$ cat config.mk
export PLATFORM = sky130hd
export DESIGN_NAME = seg7_scan_driver_flat
export DESIGN_NICKNAME = d
export VERILOG_FILES = /design/src/rtl/seg7_scan_driver_if.sv /design/src/rtl/seg7_scan_driver.sv /design/src/flat_wrapper.sv
export SDC_FILE = /design/constraint.sdc
export NUM_CORES = 1
export LEC_CHECK = 0
export ABC_AREA = 1
export BUFFER_PORTS_ARGS = -buffer_cell sky130_fd_sc_hd__buf_2
export CAP_MARGIN = 0
export CORE_UTILIZATION = 46
export DETAILED_ROUTE_END_ITERATION = 10
export GPL_TIMING_DRIVEN = 0
export MAX_ROUTING_LAYER = met4
export PLACE_DENSITY = 0.76
export SLEW_MARGIN = 30
export SYNTH_ARGS = -nofsm -noshare
export SYNTH_HDL_FRONTEND = slang
export SYNTH_SLANG_ARGS = --single-unit
export TNS_END_PERCENT = 20
$ cat constraint.sdc
create_clock -name clk -period 3.75 [get_ports clk]
set_input_delay 0.75 -clock clk [delete_from_list [all_inputs] [get_ports clk]]
set_output_delay 0.75 -clock clk [all_outputs]
set_load 0.01 [all_outputs]
$ cat src/rtl/seg7_scan_driver_if.sv
// Pin-side bundle of the seven-segment scan driver: capture inputs from the datapath, anode/segment drives to the board.
// The master modport is the datapath/bench side and the slave modport is the driver.
interface seg7_scan_driver_if #(
    parameter int NUM_DIGITS = 8
);
    logic                    load;
    logic [4*NUM_DIGITS-1:0] hex_in;
    logic [NUM_DIGITS-1:0]   dp_in;
    logic [NUM_DIGITS-1:0]   digit_en;
    logic                    lz_suppress;
    logic [NUM_DIGITS-1:0]   an;
    logic [6:0]              seg;
    logic                    dp;

    modport master (
        output load, hex_in, dp_in, digit_en, lz_suppress,
        input  an, seg, dp
    );

    modport slave (
        input  load, hex_in, dp_in, digit_en, lz_suppress,
        output an, seg, dp
    );
endinterface

$ cat src/rtl/seg7_scan_driver.sv
// Time-multiplexed common-anode 7-seg driver: shadowed hex/dp/enable, per-slot blanking, leading-zero suppression.
// Outputs registered, 1 cycle behind scan/shadow state; no backpressure, load is accepted on every cycle.
module seg7_scan_driver #(
    parameter int NUM_DIGITS   = 8,
    parameter int REFRESH_DIV  = 100000,
    parameter int BLANK_CYCLES = 2
) (
    input  logic              clk,
    input  logic              reset_n,
    seg7_scan_driver_if.slave bus
);

    localparam int CNT_W = (REFRESH_DIV > 1) ? $clog2(REFRESH_DIV) : 1;
    localparam int IDX_W = $clog2(NUM_DIGITS);
    localparam logic [CNT_W-1:0] CNT_LAST = CNT_W'(REFRESH_DIV - 1);
    localparam logic [IDX_W-1:0] IDX_LAST = IDX_W'(NUM_DIGITS - 1);

    logic [4*NUM_DIGITS-1:0] sh_hex_q;
    logic [NUM_DIGITS-1:0]   sh_dp_q;
    logic [NUM_DIGITS-1:0]   sh_en_q;

    logic [CNT_W-1:0]        cnt_q, cnt_d;
    logic [IDX_W-1:0]        idx_q, idx_d;

    logic [NUM_DIGITS-1:0]   an_q, an_d;
    logic [6:0]              seg_q, seg_d;
    logic                    dp_q, dp_d;

    logic [3:0]              nib [NUM_DIGITS];
    logic [NUM_DIGITS-1:0]   supp;
    logic                    nz_above;
    logic                    in_blank;
    logic                    lit;

    function automatic logic [6:0] decode(input logic [3:0] n);
        logic [6:0] s;
        case (n)
            4'h0: s = 7'b0000001;
            4'h1: s = 7'b1001111;
            4'h2: s = 7'b0010010;
            4'h3: s = 7'b0000110;
            4'h4: s = 7'b1001100;
            4'h5: s = 7'b0100100;
            4'h6: s = 7'b0100000;
            4'h7: s = 7'b0001111;
            4'h8: s = 7'b0000000;
            4'h9: s = 7'b0000100;
            4'hA: s = 7'b0001000;
            4'hB: s = 7'b1100000;
            4'hC: s = 7'b0110001;
            4'hD: s = 7'b1000010;
            4'hE: s = 7'b0110000;
            default: s = 7'b0111000;
        endcase
        return s;
    endfunction

    // Walk from the most significant digit down; a digit stays suppressible
    // only while no enabled digit above it has shown a non-zero nibble.
    always_comb begin
        nz_above = 1'b0;
        supp     = '0;
        for (int i = NUM_DIGITS - 1; i >= 0; i--) begin
            nib[i]   = sh_hex_q[4*i +: 4];
            supp[i]  = bus.lz_suppress && (i != 0) && (nib[i] == 4'd0) && !nz_above;
            nz_above = nz_above | (sh_en_q[i] && (nib[i] != 4'd0));
        end
    end

    generate
        if (BLANK_CYCLES > 0) begin : g_blank
            assign in_blank = (cnt_q < CNT_W'(BLANK_CYCLES));
        end else begin : g_no_blank
            assign in_blank = 1'b0;
        end
    endgenerate

    always_comb begin
        cnt_d = cnt_q + CNT_W'(1);
        idx_d = idx_q;
        if (cnt_q == CNT_LAST) begin
            cnt_d = '0;
            idx_d = (idx_q == IDX_LAST) ? '0 : idx_q + IDX_W'(1);
        end

        lit   = !in_blank && sh_en_q[idx_q] && !supp[idx_q];
        an_d  = '1;
        seg_d = 7'b1111111;
        dp_d  = 1'b1;
        if (lit) begin
            an_d[idx_q] = 1'b0;
            seg_d       = decode(nib[idx_q]);
            dp_d        = ~sh_dp_q[idx_q];
        end
    end

    always_ff @(posedge clk or negedge reset_n) begin
        if (!reset_n) begin
            sh_hex_q <= '0;
            sh_dp_q  <= '0;
            sh_en_q  <= '0;
            cnt_q    <= '0;
            idx_q    <= '0;
            an_q     <= '1;
            seg_q    <= 7'b1111111;
            dp_q     <= 1'b1;
        end else begin
            if (bus.load) begin
                sh_hex_q <= bus.hex_in;
                sh_dp_q  <= bus.dp_in;
                sh_en_q  <= bus.digit_en;
            end
            cnt_q <= cnt_d;
            idx_q <= idx_d;
            an_q  <= an_d;
            seg_q <= seg_d;
            dp_q  <= dp_d;
        end
    end

    assign bus.an  = an_q;
    assign bus.seg = seg_q;
    assign bus.dp  = dp_q;

endmodule

$ cat src/flat_wrapper.sv
// flat-port wrapper written by rule: the top's interface ports become plain ports
module seg7_scan_driver_flat 
#(
    parameter int NUM_DIGITS   = 8,
    parameter int REFRESH_DIV  = 100000,
    parameter int BLANK_CYCLES = 2
)
  (clk, reset_n, bus_load, bus_hex_in, bus_dp_in, bus_digit_en, bus_lz_suppress, bus_an, bus_seg, bus_dp);
  seg7_scan_driver_if #(.NUM_DIGITS(NUM_DIGITS)) bus_i ();
  input  logic clk;
  input  logic reset_n;
  input wire logic [$bits(bus_i.load)-1:0] bus_load;
  input wire logic [$bits(bus_i.hex_in)-1:0] bus_hex_in;
  input wire logic [$bits(bus_i.dp_in)-1:0] bus_dp_in;
  input wire logic [$bits(bus_i.digit_en)-1:0] bus_digit_en;
  input wire logic [$bits(bus_i.lz_suppress)-1:0] bus_lz_suppress;
  output wire logic [$bits(bus_i.an)-1:0] bus_an;
  output wire logic [$bits(bus_i.seg)-1:0] bus_seg;
  output wire logic [$bits(bus_i.dp)-1:0] bus_dp;
  assign bus_i.load = bus_load;
  assign bus_i.hex_in = bus_hex_in;
  assign bus_i.dp_in = bus_dp_in;
  assign bus_i.digit_en = bus_digit_en;
  assign bus_i.lz_suppress = bus_lz_suppress;
  assign bus_an = bus_i.an;
  assign bus_seg = bus_i.seg;
  assign bus_dp = bus_i.dp;
  seg7_scan_driver #(.NUM_DIGITS(NUM_DIGITS), .REFRESH_DIV(REFRESH_DIV), .BLANK_CYCLES(BLANK_CYCLES)) u_core (.clk(clk), .reset_n(reset_n), .bus(bus_i));
endmodule
==> flow_summary_export.csv, run 1 <==
group,metric,value,unit
run_status,status,"completed",
grt,grt.total_usage,23.2,%
power_and_ir_drop,total_power,1.95,mW
cts,clockRootBuffer,"clkbuf_8",
cts,htree_levels,3,
setup_path,startpoint_type,"register",
yosys,synth_ff_type,"dfrtp_1",
detailed_routing,antenna_left,0,
cts,cts.sinks,84,
die,die_y,100,µm
cells_and_area,syn2layout_area_growth,16.8,%
placed_design,dpl.cell_count,751,
die,core_area,9280,µm²
detailed_routing,routed.top_layer,"met4",
power_and_ir_drop,power_leakage,2.58,nW
die,die_area,10000,µm²
sta,finalSetupTns,0,ns
die,row_count,35,
detailed_routing,wl,10300,µm
cells_and_area,layout_common_cells,"nand2_1 (165), buf_2 (72), dfrtp_1 (68)",
detailed_routing,drt-wirelength-per-cell,13.4,µm
sta,finalHoldViolations,0,
setup_path,worstPathArrival,2.45,ns
yosys,ys_ff_latch,84,
cells_and_area,drive_gt1_share,24.5,%
yosys,synthDistinctLibCells,31,
die,io_pins,68,
yosys,synth_area,4430,µm²
cts,cts_made_buffers,9,
cts,cts_tree,"yes",
placed_design,dp_hpwl,7750,µm
sta,tightestPinTransition,0.632,ns
cts,cts_resized,0,
die,start_util,47.7,%
min_path,hold_path_class,"input pin to async pin",
setup_path,cp-end-kind,"register",
detailed_routing,wl_met3,465,µm
grt,grt_pass1_wl,17600,µm
detailed_routing,met2WireLength,5030,µm
grt,grt_max_degree,53,
yosys,synth.avg_cell_area,7.98,µm²
setup_path,crit_type,"register to register",
detailed_routing,dr.pass1.iters,5,
sta,finalCritPeriodShare,57.5,%
placed_design,finalWeightedCongestion,0.917,
grt,overflow,0,
yosys,syn-num-nets,616,
sta,maxSlewViolCount,0,
placed_design,place_ws,1.62,ns
sta,slew_headroom,57.9,%
sta,setup_viol,0,
cts,hold_buffers,0,
yosys,synth_async_sr_flop_share,100,%
job,drv_cap,0,
power_and_ir_drop,power_density,377,nW/µm²
yosys,synth-edff-count,0,
cells_and_area,fin_cells,767,
placed_design,port_buffers,66,
die,die_x,100,µm
cts,clk_latency,0.36,ns
grt,antenna_found_initial,0,
detailed_routing,vias,3860,
detailed_routing,drc,0,
cells_and_area,antenna_cells,0,
cells_and_area,layout.nets,694,
setup_path,crit_fanout,10,
detailed_routing,avgViaCountPerCell,5.03,
yosys,yosysSeqAreaShare,47.9,%
cts,cts_max_path_buffers,2,
sta,finClkSkew,0.0120,ns
cts,clk_pin_slew,0.09,ns
sta,timing.final.ws_setup,1.59,ns
sta,rsz0062_at_grt,"false",
setup_path,required,4.04,ns
sta,timing.final.crit_period,2.16,ns
detailed_routing,first_iter_violations,215,
yosys,synthCells,555,
grt,grt_pass1_vias,3900,
power_and_ir_drop,peakVddDrop,0.216,mV
yosys,yosysWarnings,0,
cts,post_cts_buffers,0,
sta,fmax,0.464,GHz
detailed_routing,drt-met1-wl,4500,µm
cells_and_area,mostFrequentLayoutCell,"nand2_1",
==> cell type report <==
class	instances	area, µm²
Fill cell	867	4110
Sequential cell	84	2120
Multi-Input combinational cell	382	1920
Timing Repair Buffer	67	364
Inverter	69	262
Tap cell	129	161
Clock buffer	10	149
Buffer	20	123
Clock inverter	6	70.1
==> layer usage <==
metal,vias up,track usage (%)
met2,125,38.1
met1,1798,28.0
li1,1906,-
met3,31,5.15
met5,-,-
met4,0,8.92
==> flip-flops by register name (all words and copies together) (netlist names) <==
signal	count
u_core.sh_en_q	8
u_core.bus.an	8
u_core.sh_hex_q	32
u_core.bus.seg	7
u_core.sh_dp_q	8
u_core.bus.dp	1
u_core.cnt_q	17
u_core.idx_q	3
==> per-stage QoR <==
stage / utilization (%) / instance area, µm² / hold slack [ns]
after global routing: 55.7 / 5170 / 0.255
final: 55.7 / 5170 / 0.252
after global placement: 53.0 / 4920 / 0.449
after CTS: 55.7 / 5170 / 0.250
after floorplan: - / 4430 / 0.433
after detailed placement: 53.4 / 4960 / 0.458
==> final timing paths <==
| path | depth (start not counted) | to | start | slack [ns] |
|---|---|---|---|---|
| max | 15 | u_core.bus.seg[3]$_DFF_PN1_ | u_core.idx_q[0]$_DFFE_PN0N_ | 1.59 |
| min | 1 | u_core.cnt_q[13]$_DFF_PN0_ | reset_n | 0.25 |
| max reg2reg | 15 | u_core.bus.seg[3]$_DFF_PN1_ | u_core.idx_q[0]$_DFFE_PN0N_ | 1.59 |
| min reg2reg | 1 | u_core.cnt_q[0]$_DFF_PN0_ | u_core.cnt_q[0]$_DFF_PN0_ | 0.46 |
| max in group asynchronous | 2 | u_core.bus.seg[3]$_DFF_PN1_ | reset_n | 2.89 |
| min in group clk | 1 | u_core.cnt_q[0]$_DFF_PN0_ | u_core.cnt_q[0]$_DFF_PN0_ | 0.46 |
==> synthesized netlist by cell type, drive strengths merged (2+ instances only) <==
library cell,count,area [µm²]
mux2,22,248
nand2,180,713
dfstp,16,420
dfrtp,68,1700
inv,68,258
xor2,4,35.0
nor2,50,200
buf,13,95.1
nor3,11,60.1
o21ai,55,275
nand3,32,160
a21oi,3,15.0
clkbuf,7,27.5
nand4,9,56.3
o22ai,2,12.5
ha,9,113
==> critical path, cell delays in order, from the launching register on <==
cell     delay (ns)
dfrtp_1        0.41
buf_6          0.15
buf_4          0.17
buf_6          0.15
o21ai_0        0.16
nand2_1        0.07
nand2_1        0.07
nand2_1        0.05
nand2_1        0.15
inv_1          0.11
ha_1           0.31
inv_1          0.05
nand2_1        0.06
nand3_1        0.06
nand2_1        0.08
nand2_2        0.05
==> report_power, final <==
group          total (mW)  switching [mW]  internal, mW
combinational       0.246           0.144         0.102
clock               0.697           0.346         0.351
sequential           1.01          0.0348         0.973
total                1.95           0.525          1.43
==> kinds of logic (layout without fill, tap and decap cells) <==
group	after synthesis	count (layout)	share of synthesized area [%]
adders and majority gates	9	9	2.54
muxes	22	22	5.59
AOI/OAI and AO/OA	63	63	7.34
and+or+nand+nor	284	284	27.2
buffers and inverters	89	172	8.67
DFF	84	84	47.9
xor gates and xnor gates	4	4	0.791
Note: power is estimated with default switching activity, not from simulation.
==> run 2, diff against run 1 <==
--- a/config.mk
+++ b/config.mk
@@ -5,7 +5,7 @@
 export SDC_FILE = /design/constraint.sdc
 export NUM_CORES = 1
 export LEC_CHECK = 0
-export ABC_AREA = 1
+export ABC_AREA = 0
 export BUFFER_PORTS_ARGS = -buffer_cell sky130_fd_sc_hd__buf_2
 export CAP_MARGIN = 0
 export CORE_UTILIZATION = 46
==> constraint.sdc (replaced) <==
create_clock -name clk -period 2.2 [get_ports clk]
set_input_delay 0.44 -clock clk [delete_from_list [all_inputs] [get_ports clk]]
set_output_delay 0.44 -clock clk [all_outputs]
set_load 0.01 [all_outputs]
==> flow_summary_export.csv, run 2 <==
group,metric,value,unit
cts,htree_levels,3,
yosys,yosysWarnings,0,
power_and_ir_drop,power_density,692,nW/µm²
placed_design,dpl.cell_count,509,
yosys,synthDistinctLibCells,52,
cts,clockRootBuffer,"clkbuf_8",
cts,clk_latency,0.36,ns
grt,antenna_found_initial,0,
power_and_ir_drop,total_power,3.42,mW
yosys,synth_ff_type,"dfrtp_1",
cells_and_area,syn2layout_area_growth,20.3,%
yosys,synth.area.top_cells,"dfrtp_1 (41%), mux2_2 (13%), dfstp_2 (10%), mux4_2 (3.8%), ha_1 (2.7%)",
yosys,syn-num-nets,395,
grt,grt_pass1_vias,3004,
sta,finalCritPeriodShare,97.1,%
grt,grt.total_usage,21.9,%
detailed_routing,first_iter_violations,140,
power_and_ir_drop,power_leakage,2.14,nW
yosys,yosysTopAreaCellShare,41.4,%
cells_and_area,top_register,"u_core.sh_hex_q",
job,drv_cap,0,
cells_and_area,mostFrequentLayoutCell,"buf_2",
cells_and_area,antenna_cells,0,
sta,finalHoldViolations,0,
cts,clk_pin_slew,0.09,ns
yosys,synthCells,334,
yosys,yosys-top-cells-count,"dfrtp_1 (68), mux2_2 (48), nand2_1 (22), nor2_1 (22), dfstp_2 (16)",
setup_path,crit_type,"register to register",
placed_design,dpl_cell_area,4610,µm²
die,start_util,47.3,%
setup_path,crit_fanout,5,
yosys,ys_ff_latch,84,
sta,rsz0062_at_grt,"true",
yosys,synth.avg_cell_area,12.3,µm²
yosys,yosysMostFrequentCell,"dfrtp_1",
cells_and_area,layout_common_cells,"buf_2 (69), dfrtp_1 (67), mux2_2 (47)",
setup_path,worstPathArrival,2.40,ns
detailed_routing,wl,8700,µm
cts,cts.sinks,84,
placed_design,dp_hpwl,6300,µm
detailed_routing,vias,2940,
die,die_area,9310,µm²
cells_and_area,layout.nets,481,
detailed_routing,drt-wirelength-per-cell,16.3,µm
power_and_ir_drop,peakVddDrop,0.415,mV
min_path,hold_path_class,"input pin to register",
yosys,synth-edff-count,0,
cells_and_area,largest_reg_flops,32,
die,die_y,96.5,µm
detailed_routing,antenna_left,0,
cts,cts_tree,"yes",
detailed_routing,avgViaCountPerCell,5.52,
sta,setup_viol,0,
die,io_pins,68,
die,die_x,96.5,µm
setup_path,required,2.46,ns
sta,fmax,0.468,GHz
yosys,yosysSeqAreaShare,51.7,%
placed_design,finalWeightedCongestion,0.943,
sta,finClkSkew,0.0175,ns
sta,finalSetupTns,0,ns
detailed_routing,dr.pass1.iters,4,
detailed_routing,drc,0,
sta,slew_headroom,53.0,%
cells_and_area,fin_cells,533,
placed_design,port_buffers,66,
die,row_count,34,
sta,tightestPinTransition,0.705,ns
run_status,status,"completed",
sta,maxSlewViolCount,0,
cells_and_area,design_area,4940,µm²
grt,grt_pass1_wl,14700,µm
cells_and_area,drive_gt1_share,44.0,%
yosys,synth_top_cell_by_area,"dfrtp_1",
grt,grt_max_degree,75,
yosys,synth_async_sr_flop_share,100,%
setup_path,startpoint_type,"register",
setup_path,cp-end-kind,"register",
grt,overflow,0,
cts,cts_made_buffers,9,
cts,cts_max_path_buffers,2,
yosys,synth_area,4110,µm²
sta,hold_ws,0.299,ns
sta,timing.final.crit_period,2.14,ns
cells_and_area,largestRegisters,"u_core.sh_hex_q: 32 flops, u_core.cnt_q: 17 flops",
die,core_area,8680,µm²
[run 2: cell count changes in the layout (fill, tap and decap cells not counted), sizes merged, moves of 9 or more]
| cell | before | now |
|---|---|---|
| o21ai | 55 | 7 |
| nand2 | 180 | 22 |
| nand3 | 32 | 12 |
| buf | 80 | 89 |
| inv | 69 | 11 |
| nor2 | 50 | 23 |
| mux2 | 22 | 52 |
| xnor2 | 0 | 9 |
[run 2: layer usage]
layer	share of wire (%)	track usage [%]	vias up
met4	1.5	6.25	0
met1	46	28.2	1465
met3	4.8	5.95	11
met2	48	33.9	78
met5	0	-	-
li1	-	-	1386
[run 2: worst max-delay path, cell delays in order, from the launching register on]
cell,delay (ns)
dfrtp_1,0.38
buf_6,0.13
mux4_1,0.54
mux2_4,0.32
buf_4,0.15
ha_1,0.21
mux2i_1,0.17
o2111ai_2,0.13
[run 2: final timing paths]
| kind | slack (ns) | depth (start not counted) | endpoint | start |
|---|---|---|---|---|
| hold reg to reg | 0.45 | 1 | u_core.cnt_q[0]$_DFF_PN0_ | u_core.cnt_q[0]$_DFF_PN0_ |
| setup reg to reg | 0.06 | 7 | u_core.bus.seg[6]$_DFF_PN1_ | u_core.idx_q[1]$_DFFE_PN0N_ |
| setup / recovery | 0.06 | 7 | u_core.bus.seg[6]$_DFF_PN1_ | u_core.idx_q[1]$_DFFE_PN0N_ |
| min in group asynchronous | 0.45 | 2 | u_core.sh_hex_q[12]$_DFFE_PN0P_ | reset_n |
| max in group asynchronous | 1.16 | 3 | u_core.bus.seg[6]$_DFF_PN1_ | reset_n |
| hold / removal | 0.30 | 3 | u_core.sh_en_q[3]$_DFFE_PN0P_ | bus_digit_en[3] |
[run 2: metrics by stage]
step,utilization [%],worst slack [ns]
global route,56.9,-0.0149
finish,56.9,0.0630
global placement,52.7,-0.173
CTS,56.4,0.0268
floorplan,-,0.112
detailed placement,53.1,-0.244
[run 2: where the power goes]
part / switching (mW) / internal (mW)
clock network: 0.584 / 0.647
registers: 0.0776 / 1.67
logic: 0.211 / 0.231
total: 0.873 / 2.55
[run 2: kinds of logic (layout without fill, tap and decap cells)]
group                    Yosys count  in the layout  share of synthesized area (%)
AO/OA/AOI/OAI                     33             33                           5.97
buffers and inverters             28            119                           3.44
adder cells (fa/ha/maj)            9              9                           2.74
flip-flops                        84             84                           51.7
AND/OR/NAND/NOR                  101            101                           12.9
multiplexers                      65             65                           20.3
XOR/XNOR                          14             14                           2.99
[run 2: what timing repair did]
item | CTS | global route
pin swaps | 0 | 1
hold endpoints to repair | 10 | 0
hold buffers | 1 | 0
endpoints found under the setup margin | 7 | 2
resized for setup | 5 | 9
buffers inserted | 5 | 2
[run 2: cell type report]
cell class              instances  area (µm²)
fillers                       739        3740
flip-flops and latches         84        2120
multi-input cells             222        1880
repair buffers                 75         430
well taps                     108         135
clock buffers                   9         124
plain buffers                  19         114
clock inverters                 7        98.8
inverters                       9        33.8
